--- src/rtl/game_pkg.sv ---
// Purpose : shared screen geometry and ball state encoding for the brick-smash game.
// Latency : n/a (constants and types only).
// Backpressure: none.
package game_pkg;

  localparam int H_DISPLAY = 256;  // visible width, matches the sync generator
  localparam int V_DISPLAY = 240;  // visible height, matches the sync generator
  localparam int BALL_SIZE = 4;    // square ball edge length

  typedef enum logic [1:0] {
    IDLE = 2'd0,
    PLAY = 2'd1,
    MISS = 2'd2
  } state_t;

endpackage

--- src/rtl/ball_axis.sv ---
// Purpose : position/direction register for one ball axis with wall clamps.
// Latency : position updates on the edge where i_step or i_load is high.
// Backpressure: none; i_step is a single-cycle strobe.
//
// Ports:
//   clk, reset : clock and synchronous active-high reset
//   i_load     : reload START position and START_NEG direction
//   i_step     : apply one step (after flip) this edge
//   i_flip     : invert direction before stepping
//   o_pos      : current position (low edge of the ball)
//   o_over     : a step now would cross the high limit on an unclamped axis
module ball_axis #(
  parameter int SPEED      = 1,
  parameter int START      = 128,
  parameter bit START_NEG  = 1'b0,
  parameter int LIMIT      = 252,
  parameter bit HIGH_CLAMP = 1'b1
) (
  input  logic       clk,
  input  logic       reset,
  input  logic       i_load,
  input  logic       i_step,
  input  logic       i_flip,
  output logic [8:0] o_pos,
  output logic       o_over
);

  localparam logic [8:0] SPEED9  = 9'(SPEED);
  localparam logic [8:0] START9  = 9'(START);
  localparam logic [8:0] LIMIT9  = 9'(LIMIT);
  localparam logic [9:0] LIMIT10 = 10'(LIMIT);

  logic [8:0] r_pos;
  logic       r_neg;

  logic       w_neg;
  logic [9:0] w_sum;
  logic [8:0] w_diff;
  logic       w_low;
  logic       w_high;

  // Direction after any pending reflection; step and clamps both use it.
  assign w_neg  = r_neg ^ i_flip;
  // 10-bit sum so a step near 511 cannot wrap past the limit compare.
  assign w_sum  = {1'b0, r_pos} + {1'b0, SPEED9};
  assign w_diff = r_pos - SPEED9;
  assign w_low  = (r_pos < SPEED9);
  assign w_high = (w_sum > LIMIT10);

  // Only an axis without a high wall reports leaving the play field.
  assign o_over = !HIGH_CLAMP && !w_neg && w_high;
  assign o_pos  = r_pos;

  always_ff @(posedge clk) begin
    if (reset) begin
      r_pos <= START9;
      r_neg <= START_NEG;
    end else if (i_load) begin
      r_pos <= START9;
      r_neg <= START_NEG;
    end else if (i_step) begin
      if (w_neg) begin
        if (w_low) begin
          r_pos <= 9'd0;
          r_neg <= 1'b0;
        end else begin
          r_pos <= w_diff;
          r_neg <= 1'b1;
        end
      end else if (HIGH_CLAMP && w_high) begin
        r_pos <= LIMIT9;
        r_neg <= 1'b1;
      end else begin
        r_pos <= w_sum[8:0];
        r_neg <= 1'b0;
      end
    end
  end

endmodule

--- src/rtl/ball_motion.sv ---
// Purpose : ball object; per-frame motion, wall/collision reflection, miss detect, pixel graphic.
// Latency : motion applied on the tick edge (frame_tick same edge); ball_gfx 1 cycle after hpos/vpos.
// Backpressure: none; collide/serve requests are latched until the next frame tick.
//
// Ports:
//   clk, reset          : pixel clock, synchronous active-high reset
//   hpos, vpos          : beam counters from the sync generator
//   serve               : launch request, honoured in IDLE at the next tick
//   collide_h/collide_v : reflect requests from brick/paddle logic
//   ball_gfx            : beam pixel is inside the ball (registered)
//   ball_x, ball_y      : ball left/top edge
//   ball_active         : ball is in play
//   frame_tick, miss    : one-cycle pulses for the frame update and a bottom exit
module ball_motion
  import game_pkg::*;
#(
  parameter int SPEED   = 1,
  parameter int START_X = 128,
  parameter int START_Y = 128
) (
  input  logic       clk,
  input  logic       reset,
  input  logic [8:0] hpos,
  input  logic [8:0] vpos,
  input  logic       serve,
  input  logic       collide_h,
  input  logic       collide_v,
  output logic       ball_gfx,
  output logic [8:0] ball_x,
  output logic [8:0] ball_y,
  output logic       ball_active,
  output logic       frame_tick,
  output logic       miss
);

  state_t r_state;
  logic   r_lat_h;
  logic   r_lat_v;
  logic   r_serve_pend;
  logic   r_frame_tick;
  logic   r_miss;
  logic   r_gfx;

  logic       w_tick;
  logic       w_exit;
  logic       w_load;
  logic       w_step;
  logic       w_x_over;
  logic       w_y_over;
  logic [8:0] w_x;
  logic [8:0] w_y;
  logic       w_hit;

  // First blanking line, first pixel.
  assign w_tick = (hpos == 9'd0) && (vpos == 9'(V_DISPLAY));
  assign w_exit = w_x_over | w_y_over;
  // Outside PLAY every tick re-seats the serve position and direction.
  assign w_load = (r_state != PLAY) && w_tick;
  // The tick that detects the exit freezes position for the miss frame.
  assign w_step = (r_state == PLAY) && w_tick && !w_exit;

  ball_axis #(
    .SPEED      (SPEED),
    .START      (START_X),
    .START_NEG  (1'b0),
    .LIMIT      (H_DISPLAY - BALL_SIZE),
    .HIGH_CLAMP (1'b1)
  ) u_axis_x (
    .clk    (clk),
    .reset  (reset),
    .i_load (w_load),
    .i_step (w_step),
    .i_flip (r_lat_h),
    .o_pos  (w_x),
    .o_over (w_x_over)
  );

  ball_axis #(
    .SPEED      (SPEED),
    .START      (START_Y),
    .START_NEG  (1'b1),
    .LIMIT      (V_DISPLAY - BALL_SIZE),
    .HIGH_CLAMP (1'b0)
  ) u_axis_y (
    .clk    (clk),
    .reset  (reset),
    .i_load (w_load),
    .i_step (w_step),
    .i_flip (r_lat_v),
    .o_pos  (w_y),
    .o_over (w_y_over)
  );

  always_ff @(posedge clk) begin
    if (reset) begin
      r_state      <= IDLE;
      r_lat_h      <= 1'b0;
      r_lat_v      <= 1'b0;
      r_serve_pend <= 1'b0;
      r_frame_tick <= 1'b0;
      r_miss       <= 1'b0;
    end else begin
      r_frame_tick <= w_tick;
      r_miss       <= 1'b0;

      // A request in the tick cycle itself survives the clear (set wins).
      if (r_state != PLAY) begin
        r_lat_h <= 1'b0;
        r_lat_v <= 1'b0;
      end else begin
        r_lat_h <= collide_h | (r_lat_h & ~w_tick);
        r_lat_v <= collide_v | (r_lat_v & ~w_tick);
      end

      case (r_state)
        IDLE: begin
          if (w_tick) begin
            r_serve_pend <= 1'b0;
            if (serve || r_serve_pend) begin
              r_state <= PLAY;
            end
          end else if (serve) begin
            r_serve_pend <= 1'b1;
          end
        end
        PLAY: begin
          if (w_tick && w_exit) begin
            r_state <= MISS;
            r_miss  <= 1'b1;
          end
        end
        MISS: begin
          if (w_tick) begin
            r_state <= IDLE;
          end
        end
        default: begin
          r_state <= IDLE;
        end
      endcase
    end
  end

  // 10-bit compares so ball_x + BALL_SIZE near 511 does not wrap.
  assign w_hit = ({1'b0, hpos} >= {1'b0, w_x}) &&
                 ({1'b0, hpos} <  ({1'b0, w_x} + 10'(BALL_SIZE))) &&
                 ({1'b0, vpos} >= {1'b0, w_y}) &&
                 ({1'b0, vpos} <  ({1'b0, w_y} + 10'(BALL_SIZE)));

  always_ff @(posedge clk) begin
    if (reset) begin
      r_gfx <= 1'b0;
    end else begin
      r_gfx <= (r_state != MISS) && w_hit;
    end
  end

  assign ball_gfx    = r_gfx;
  assign ball_x      = w_x;
  assign ball_y      = w_y;
  assign ball_active = (r_state == PLAY);
  assign frame_tick  = r_frame_tick;
  assign miss        = r_miss;

endmodule

--- config.mk ---
export PLATFORM = sky130hd
export DESIGN_NAME = ball_motion
export DESIGN_NICKNAME = d
export VERILOG_FILES = /design/src/rtl/game_pkg.sv /design/src/rtl/ball_axis.sv /design/src/rtl/ball_motion.sv
export SDC_FILE = /design/constraint.sdc
export NUM_CORES = 1
export LEC_CHECK = 0
export BUFFER_PORTS_ARGS = -buffer_cell sky130_fd_sc_hd__buf_2
export CELL_PAD_IN_SITES_DETAIL_PLACEMENT = 2
export CELL_PAD_IN_SITES_GLOBAL_PLACEMENT = 2
export CORE_AREA = 2 2 121 88
export DETAILED_ROUTE_END_ITERATION = 8
export DIE_AREA = 0 0 123 90
export PLACE_DENSITY_LB_ADDON = 0.1
export SYNTH_ARGS = -nofsm -noshare
export SYNTH_HDL_FRONTEND = slang
export SYNTH_SLANG_ARGS = --single-unit
--- constraint.sdc ---
create_clock -name clk -period 2.4 [get_ports clk]
set_input_delay 0.24 -clock clk [delete_from_list [all_inputs] [get_ports clk]]
set_output_delay 0.24 -clock clk [all_outputs]
set_load 0.02 [all_outputs]
# Word-level counts from Yosys, hierarchy flattened
# Index checks and enable logic that the tools add are counted.
[totals]
output_inout_bits = 22
input_bits = 23
regBits = 28
elab_cells = 81
[op_classes]
eq_ne = 9
add_sub_neg = 6
bitwise_logic = 8
magnitude_cmp = 8
muxes = 18
n_reduce_logical = 21
[op_table]
columns = ["op", "n"]
rows = [
  ["2-to-1 mux 9 bit", 5],
  ["adder 9 x 1 -> 10 bit, second input constant", 2],
  ["adder 9 x 3 -> 10 bit, second input constant", 2],
  ["> comparator 10 x 8 -> 1 bit, second input constant", 2],
  ["< comparator 9 x 10 -> 1 bit", 2],
  ["greater-or-equal comparator 9 bit", 2],
  ["< comparator 9 x 1 -> 1 bit, second input constant", 2],
  ["subtractor 9 x 1 -> 9 bit, second input constant", 2],
  ["logical AND 1 bit", 10],
  ["== test 9 x 8 -> 1 bit, second input constant", 1],
  ["zero test 9 bit", 1],
  ["2-to-1 mux 1 bit", 8],
  ["2-to-1 mux 2 bit", 4],
  ["inequality test 2 bit, second input constant", 4],
  ["case mux 2 bit (3 select lines)", 1],
  ["OR reduction 2 bit", 3],
  ["inequality test 2 x 1 -> 1 bit, second input constant", 2],
  ["AND reduction 4 bit", 1],
  ["AND 1 bit", 2],
  ["== test 2 x 1 -> 1 bit, second input constant", 1],
  ["== test 2 bit, second input constant", 1],
  ["zero test 1 bit", 2],
  ["zero test 2 bit", 1],
  ["inverter 1 bit", 2],
  ["other kinds (5)", 7],
]

# Logic depth before layout (Yosys ltp)
[logic_depth]
word_depth = 6
depth_mapped = 11
mapped_depth_nobuf = 10

# By module
# Synthesis repeated with hierarchy kept, for this count alone.
[unflattened]
hier_cells = 404
hier_area_um2 = 3176.8
[by_module_without_submodules]
columns = ["module", "cells_each", "n_inst", "area_per_inst_um2", "seq_area_each_um2"]
rows = [
  ["ball_motion", 163, 1, 1308.8, 160.2],
  ["ball_axis (u_axis_x)", 129, 1, 1016.0, 200.2],
  ["ball_axis (u_axis_y)", 112, 1, 852.1, 200.2],
]

# Worst setup path after synthesis
# Ideal clock, no wire load.
[synth_path]
path_type = "flip-flop to flip-flop"
start = "register u_axis_y.r_pos[4], in the netlist u_axis_y.o_pos[4]"
end = "register r_gfx, in the netlist ball_gfx"
stages_incl_launch_ff = 11
path_slack_ns = -0.162
arrival_time_ns = 2.484
path_buffers = 1
period_less_slack_ns = 2.562
t_required_ns = 2.322
cell_sequence = "dfxtp_1 > clkbuf_1 > nand3_1 > nor2_1 > xnor2_1 > ha_1 > a211o_1 > or3_1 > a311oi_1 > o221ai_1 > nor3_1"
[synth_between]
elab_chain_cells = 4
elab_cells_between_ends = 6
cone_classes = "add/sub (1); order compare (2); reduce/logical (3)"
[synth_rtl]
columns = ["item", "line", "text"]
rows = [
  ["start, declared", "ball_axis.sv:33", "logic [8:0] r_pos;"],
  ["start signal, assigned", "ball_axis.sv:67", "r_pos <= w_diff;"],
  ["start signal, assigned", "ball_axis.sv:74", "r_pos <= w_sum[8:0];"],
  ["adder 9 x 3 -> 10 bit or greater-or-equal comparator 9 bit (tied branches)", "ball_motion.sv:148, ball_motion.sv:147", ""],
  ["< comparator 9 x 10 -> 1 bit or logical AND 1 bit (tied branches)", "ball_motion.sv:148, ball_motion.sv:146", ""],
  ["logical AND 1 bit (*)", "ball_motion.sv:147", "({1'b0, vpos} >= {1'b0, w_y}) &&"],
  ["logical AND 1 bit (*)", "ball_motion.sv:154", "r_gfx <= (r_state != MISS) && w_hit;"],
  ["end signal, assigned", "ball_motion.sv:154", ""],
  ["end, declared", "ball_motion.sv:42", "logic r_gfx;"],
]
# Every way passes the cells marked *; elsewhere a longest branch is shown, timed or not.
# A chain may end at the register's enable or synchronous reset.

# Worst setup path in the final report
[layout_path]
start = "register u_axis_y.r_pos[0], in the netlist u_axis_y.o_pos[0]"
end = "register r_state[1]"
[layout_between]
elab_chain_cells = 6
[layout_rtl]
columns = ["item", "line", "text"]
rows = [
  ["adder 9 x 1 -> 10 bit", "ball_axis.sv:45", "assign w_sum = {1'b0, r_pos} + {1'b0, SPEED9};"],
  ["> comparator 10 x 8 -> 1 bit", "ball_axis.sv:48", "assign w_high = (w_sum > LIMIT10);"],
  ["logical AND 1 bit", "ball_axis.sv:51", "assign o_over = !HIGH_CLAMP && !w_neg && w_high;"],
  ["logical AND 1 bit", "ball_motion.sv:127", "if (w_tick && w_exit) begin"],
  ["inequality test 2 x 1 -> 1 bit (no line)", "--", ""],
  ["AND reduction 4 bit (no line)", "--", ""],
  ["end signal, assigned", "ball_motion.sv:128", "r_state <= MISS;"],
  ["end signal, assigned", "ball_motion.sv:134", "r_state <= IDLE;"],
  ["end signal, assigned", "ball_motion.sv:138", "r_state <= IDLE;"],
  ["end, declared", "ball_motion.sv:36", "state_t r_state;"],
]
# Every way passes these cells.

==> qor.yml <==
timing:
  setup_tns_ps: 0
  skew_ps: 14.2
  rsz0062_at_grt: "true"
  worst_pin_slew_ps: 657
  fmax_mhz: 437
  max_slew_margin_pct: 55.9
  hold_viol_final: 0
  worst_slack_ps: 113
  min_period_over_period_pct: 95.3
  setup_viol: 0
  drv_slew: 0
  fin_crit_ps: 2290
clock_tree:
  clockBufferDepth: 2
  post_cts_buffers: 0
  cts.clk_slew.worst_paths_ps: 80
  clk_latency_ps: 290
  clock-sinks: 28
  cts-buffers-inserted: 3
  root_buffer: "clkbuf_16"
  htree_levels: 1
  cts.repair.resized: 3
  ctsHoldBuffers: 0
  cts_tree: "yes"
routing:
  dr.pass1.iters: 4
  wl_per_cell_um: 20.0
  finalWirelength_um: 11900
  drt_iter0_drc: 178
  ant_nets: 0
  vias_per_cell: 5.50
  route.detailed.drc: 0
  vias: 3280
layout:
  syn2layout_area_growth_pct: 30.9
  antenna_cells: 0
  fill_cells: 1167
  drive_gt1_share_pct: 27.4
  utilization_pct: 38.1
  layout.nets: 528
  layoutNonFillerInstCount: 596
die:
  design.core.area_um2: 10000
  start_util_pct: 29.1
  die_w_um: 123
  die_area_um2: 11100
  num_rows: 31
  die_y_um: 90
  io_pins: 45
power_and_ir_drop:
  power.leakage_nw: 1.57
  p_comb_share_pct: 12.6
  power.density_nw_per_um2: 301
  switching_power_w: 0.000281
  p_sw_share_pct: 24.5
  p_int_w: 0.000867
  clockPowerShare_pct: 46.5
  peakVddDrop_uv: 191
  p_total_w: 0.00115
  seqPwrFrac_pct: 40.9
worst_setup_path:
  cp-start-kind: "flip-flop"
  r2r_setup_slack_ps: 110
  rr_startpoint: "u_axis_y.o_pos[0]"
  crit_required_ps: 2610
  rr_worst_depth: 7
  end_kind: "flip-flop"
  r2r-end: "r_state[1]"
  critPathKind: "reg -> reg"
  cp_max_fo: 4
  critPathArrivalTime_ps: 2500
logic_synthesis:
  syn_area_per_cell_um2: 7.54
  synthCells: 386
  synth_area_um2: 2910
  ys_ff_latch: 28
  yosysUniqueCellTypes: 61
  synth-async-reset-ratio_pct: 0
  synth_top_cell_by_area: "dfxtp_1"
  synth.area.top_cells: "dfxtp_1 (19%), ha_1 (17%), a21oi_1 (4.6%)"
  synth_top_area_share_pct: 19.3
  yosysMostFrequentCell: "ha_1"
  synth-edff-count: 0
  synth_nets: 449
  synth_common_cells: "ha_1 (40), nor2_1 (30), nand2_1 (29)"
  yosysWarnings: 0
  ys_seq_area_share_pct: 19.3
  synth-main-ff-cell: "dfxtp_1"
worst_hold_path:
  hp-start: "collide_h"
  holdPathStages: 3
  hold_path_end: "r_lat_h"
  min_path_type: "in -> reg"
global_routing:
  antenna_found_initial: 0
  grt_pass1_wl_um: 18900
  grt_max_degree: 20
  grtUsageMet3_pct: 3.24
  grt.met1_usage_pct: 35.6
  gr-total-overflow: 0
  busiest_layer: "met1"
  use_met2_pct: 30.1
  grt_pass1_vias: 3419
  grt_usage_pct: 21.9
placement:
  gp_congestion: 0.832
  hpwlAfterDp_um: 9690
  dp.cells: 592
  port_buffers: 44
  place_ws_ps: -87.0
outcome:
  status: "complete, no violations"
run:
  drv_cap: 0
-- critical path: stages, from the launching register on --
cell and delay [ps]:
dfxtp_1 370, ha_1 260, nand2b_1 200, a2111oi_4 380, a311oi_4 110, o31a_1 330, or4_4 430, a21oi_2 140
-- worst max path at each step --
stage | startpoint | endpoint | slack [ps] | cells after the start
finish | u_axis_y.o_pos[0] | r_state[1] | 110 | 7
global route | u_axis_y.o_pos[2] | ball_gfx | -10 | 9
global placement | u_axis_y.o_pos[1] | u_axis_y.o_pos[7] | -20 | 6
CTS | u_axis_y.o_pos[1] | u_axis_y.o_pos[6] | 30 | 8
detailed placement | u_axis_y.o_pos[1] | u_axis_x.o_pos[2] | -90 | 7
floorplan | u_axis_y.o_pos[2] | ball_gfx | 20 | 10
-- routing by layer --
metal	vias to the layer above	share of wire (%)	routed length, µm
met5	-	0	0
met1	1623	55	6540
li1	1599	-	-
met2	54	40	4780
met4	0	0.62	74
met3	4	4.2	503
-- power by group through the flow --
stage          combinational (W)  clock [W]  sequential, W
3_5_place_dp            0.000143          0       0.000481
2_1_floorplan          0.0000706          0       0.000484
6_report                0.000145   0.000533       0.000470
4_1_cts                 0.000146   0.000543       0.000470
3_3_place_gp            0.000138          0       0.000480
5_1_grt                 0.000164   0.000559       0.000470
-- placed cells by master (no fill, tap or decap), types with 3 or more instances in the layout --
cell and n:
buf_4 52, buf_2 44, ha_1 39, nand2_1 29
nor2_1 29, a21oi_1 27, inv_1 24, dfxtp_1 23
o21ai_0 17, xnor2_1 14, nor3_1 13, nand3_1 13
nand4_1 11, a211oi_1 10, nand2b_1 8, nor4_1 8
a31oi_1 6, or3_1 5, dfxtp_2 5, or4_1 4
o211ai_1 4, nor2b_1 4, a21o_1 3, a221oi_1 3
o221ai_1 3, o21a_1 3, a221o_1 3, clkbuf_16 3
-- final cells by class --
| cell class | count | area, µm² | area share (%) |
|---|---|---|---|
| flip-flops and latches | 28 | 567 | 14.9 |
| well taps | 132 | 165 | 4.33 |
| multi-input cells | 308 | 2220 | 58.4 |
| clock buffers | 3 | 75.1 | 1.97 |
| clock inverters | 1 | 30.0 | 0.788 |
| repair buffers | 98 | 651 | 17.1 |
| inverters | 26 | 97.6 | 2.56 |
-- logic make-up after synthesis --
family                   count (synthesis)  share of synthesized area, %
AND/OR/NAND/NOR                        141                          25.4
flip-flops                              28                          19.3
AO/OA/AOI/OAI                          110                          26.1
multiplexers                             1                         0.344
adder cells (fa/ha/maj)                 40                          17.2
XOR/XNOR                                16                          4.82
buffers and inverters                   50                          6.92
-- registers in the layout, summed over array words and instances, names as in the netlist --
signal / cells
ball_gfx: 1
frame_tick: 1
miss: 1
r_lat_h: 1
r_lat_v: 1
r_serve_pend: 1
r_state: 2
u_axis_x.o_pos: 9
u_axis_x.r_neg: 1
u_axis_y.o_pos: 9
u_axis_y.r_neg: 1
-- stage by stage --
step           cell area (µm²)  hold WS (ps)
2_1_floorplan             2920           302
3_3_place_gp              3620           463
3_5_place_dp              3620           459
4_1_cts                   3740           201
5_1_grt                   3810           207
6_report                  3810           202
No activity file was read; power rests on OpenSTA's default activity.
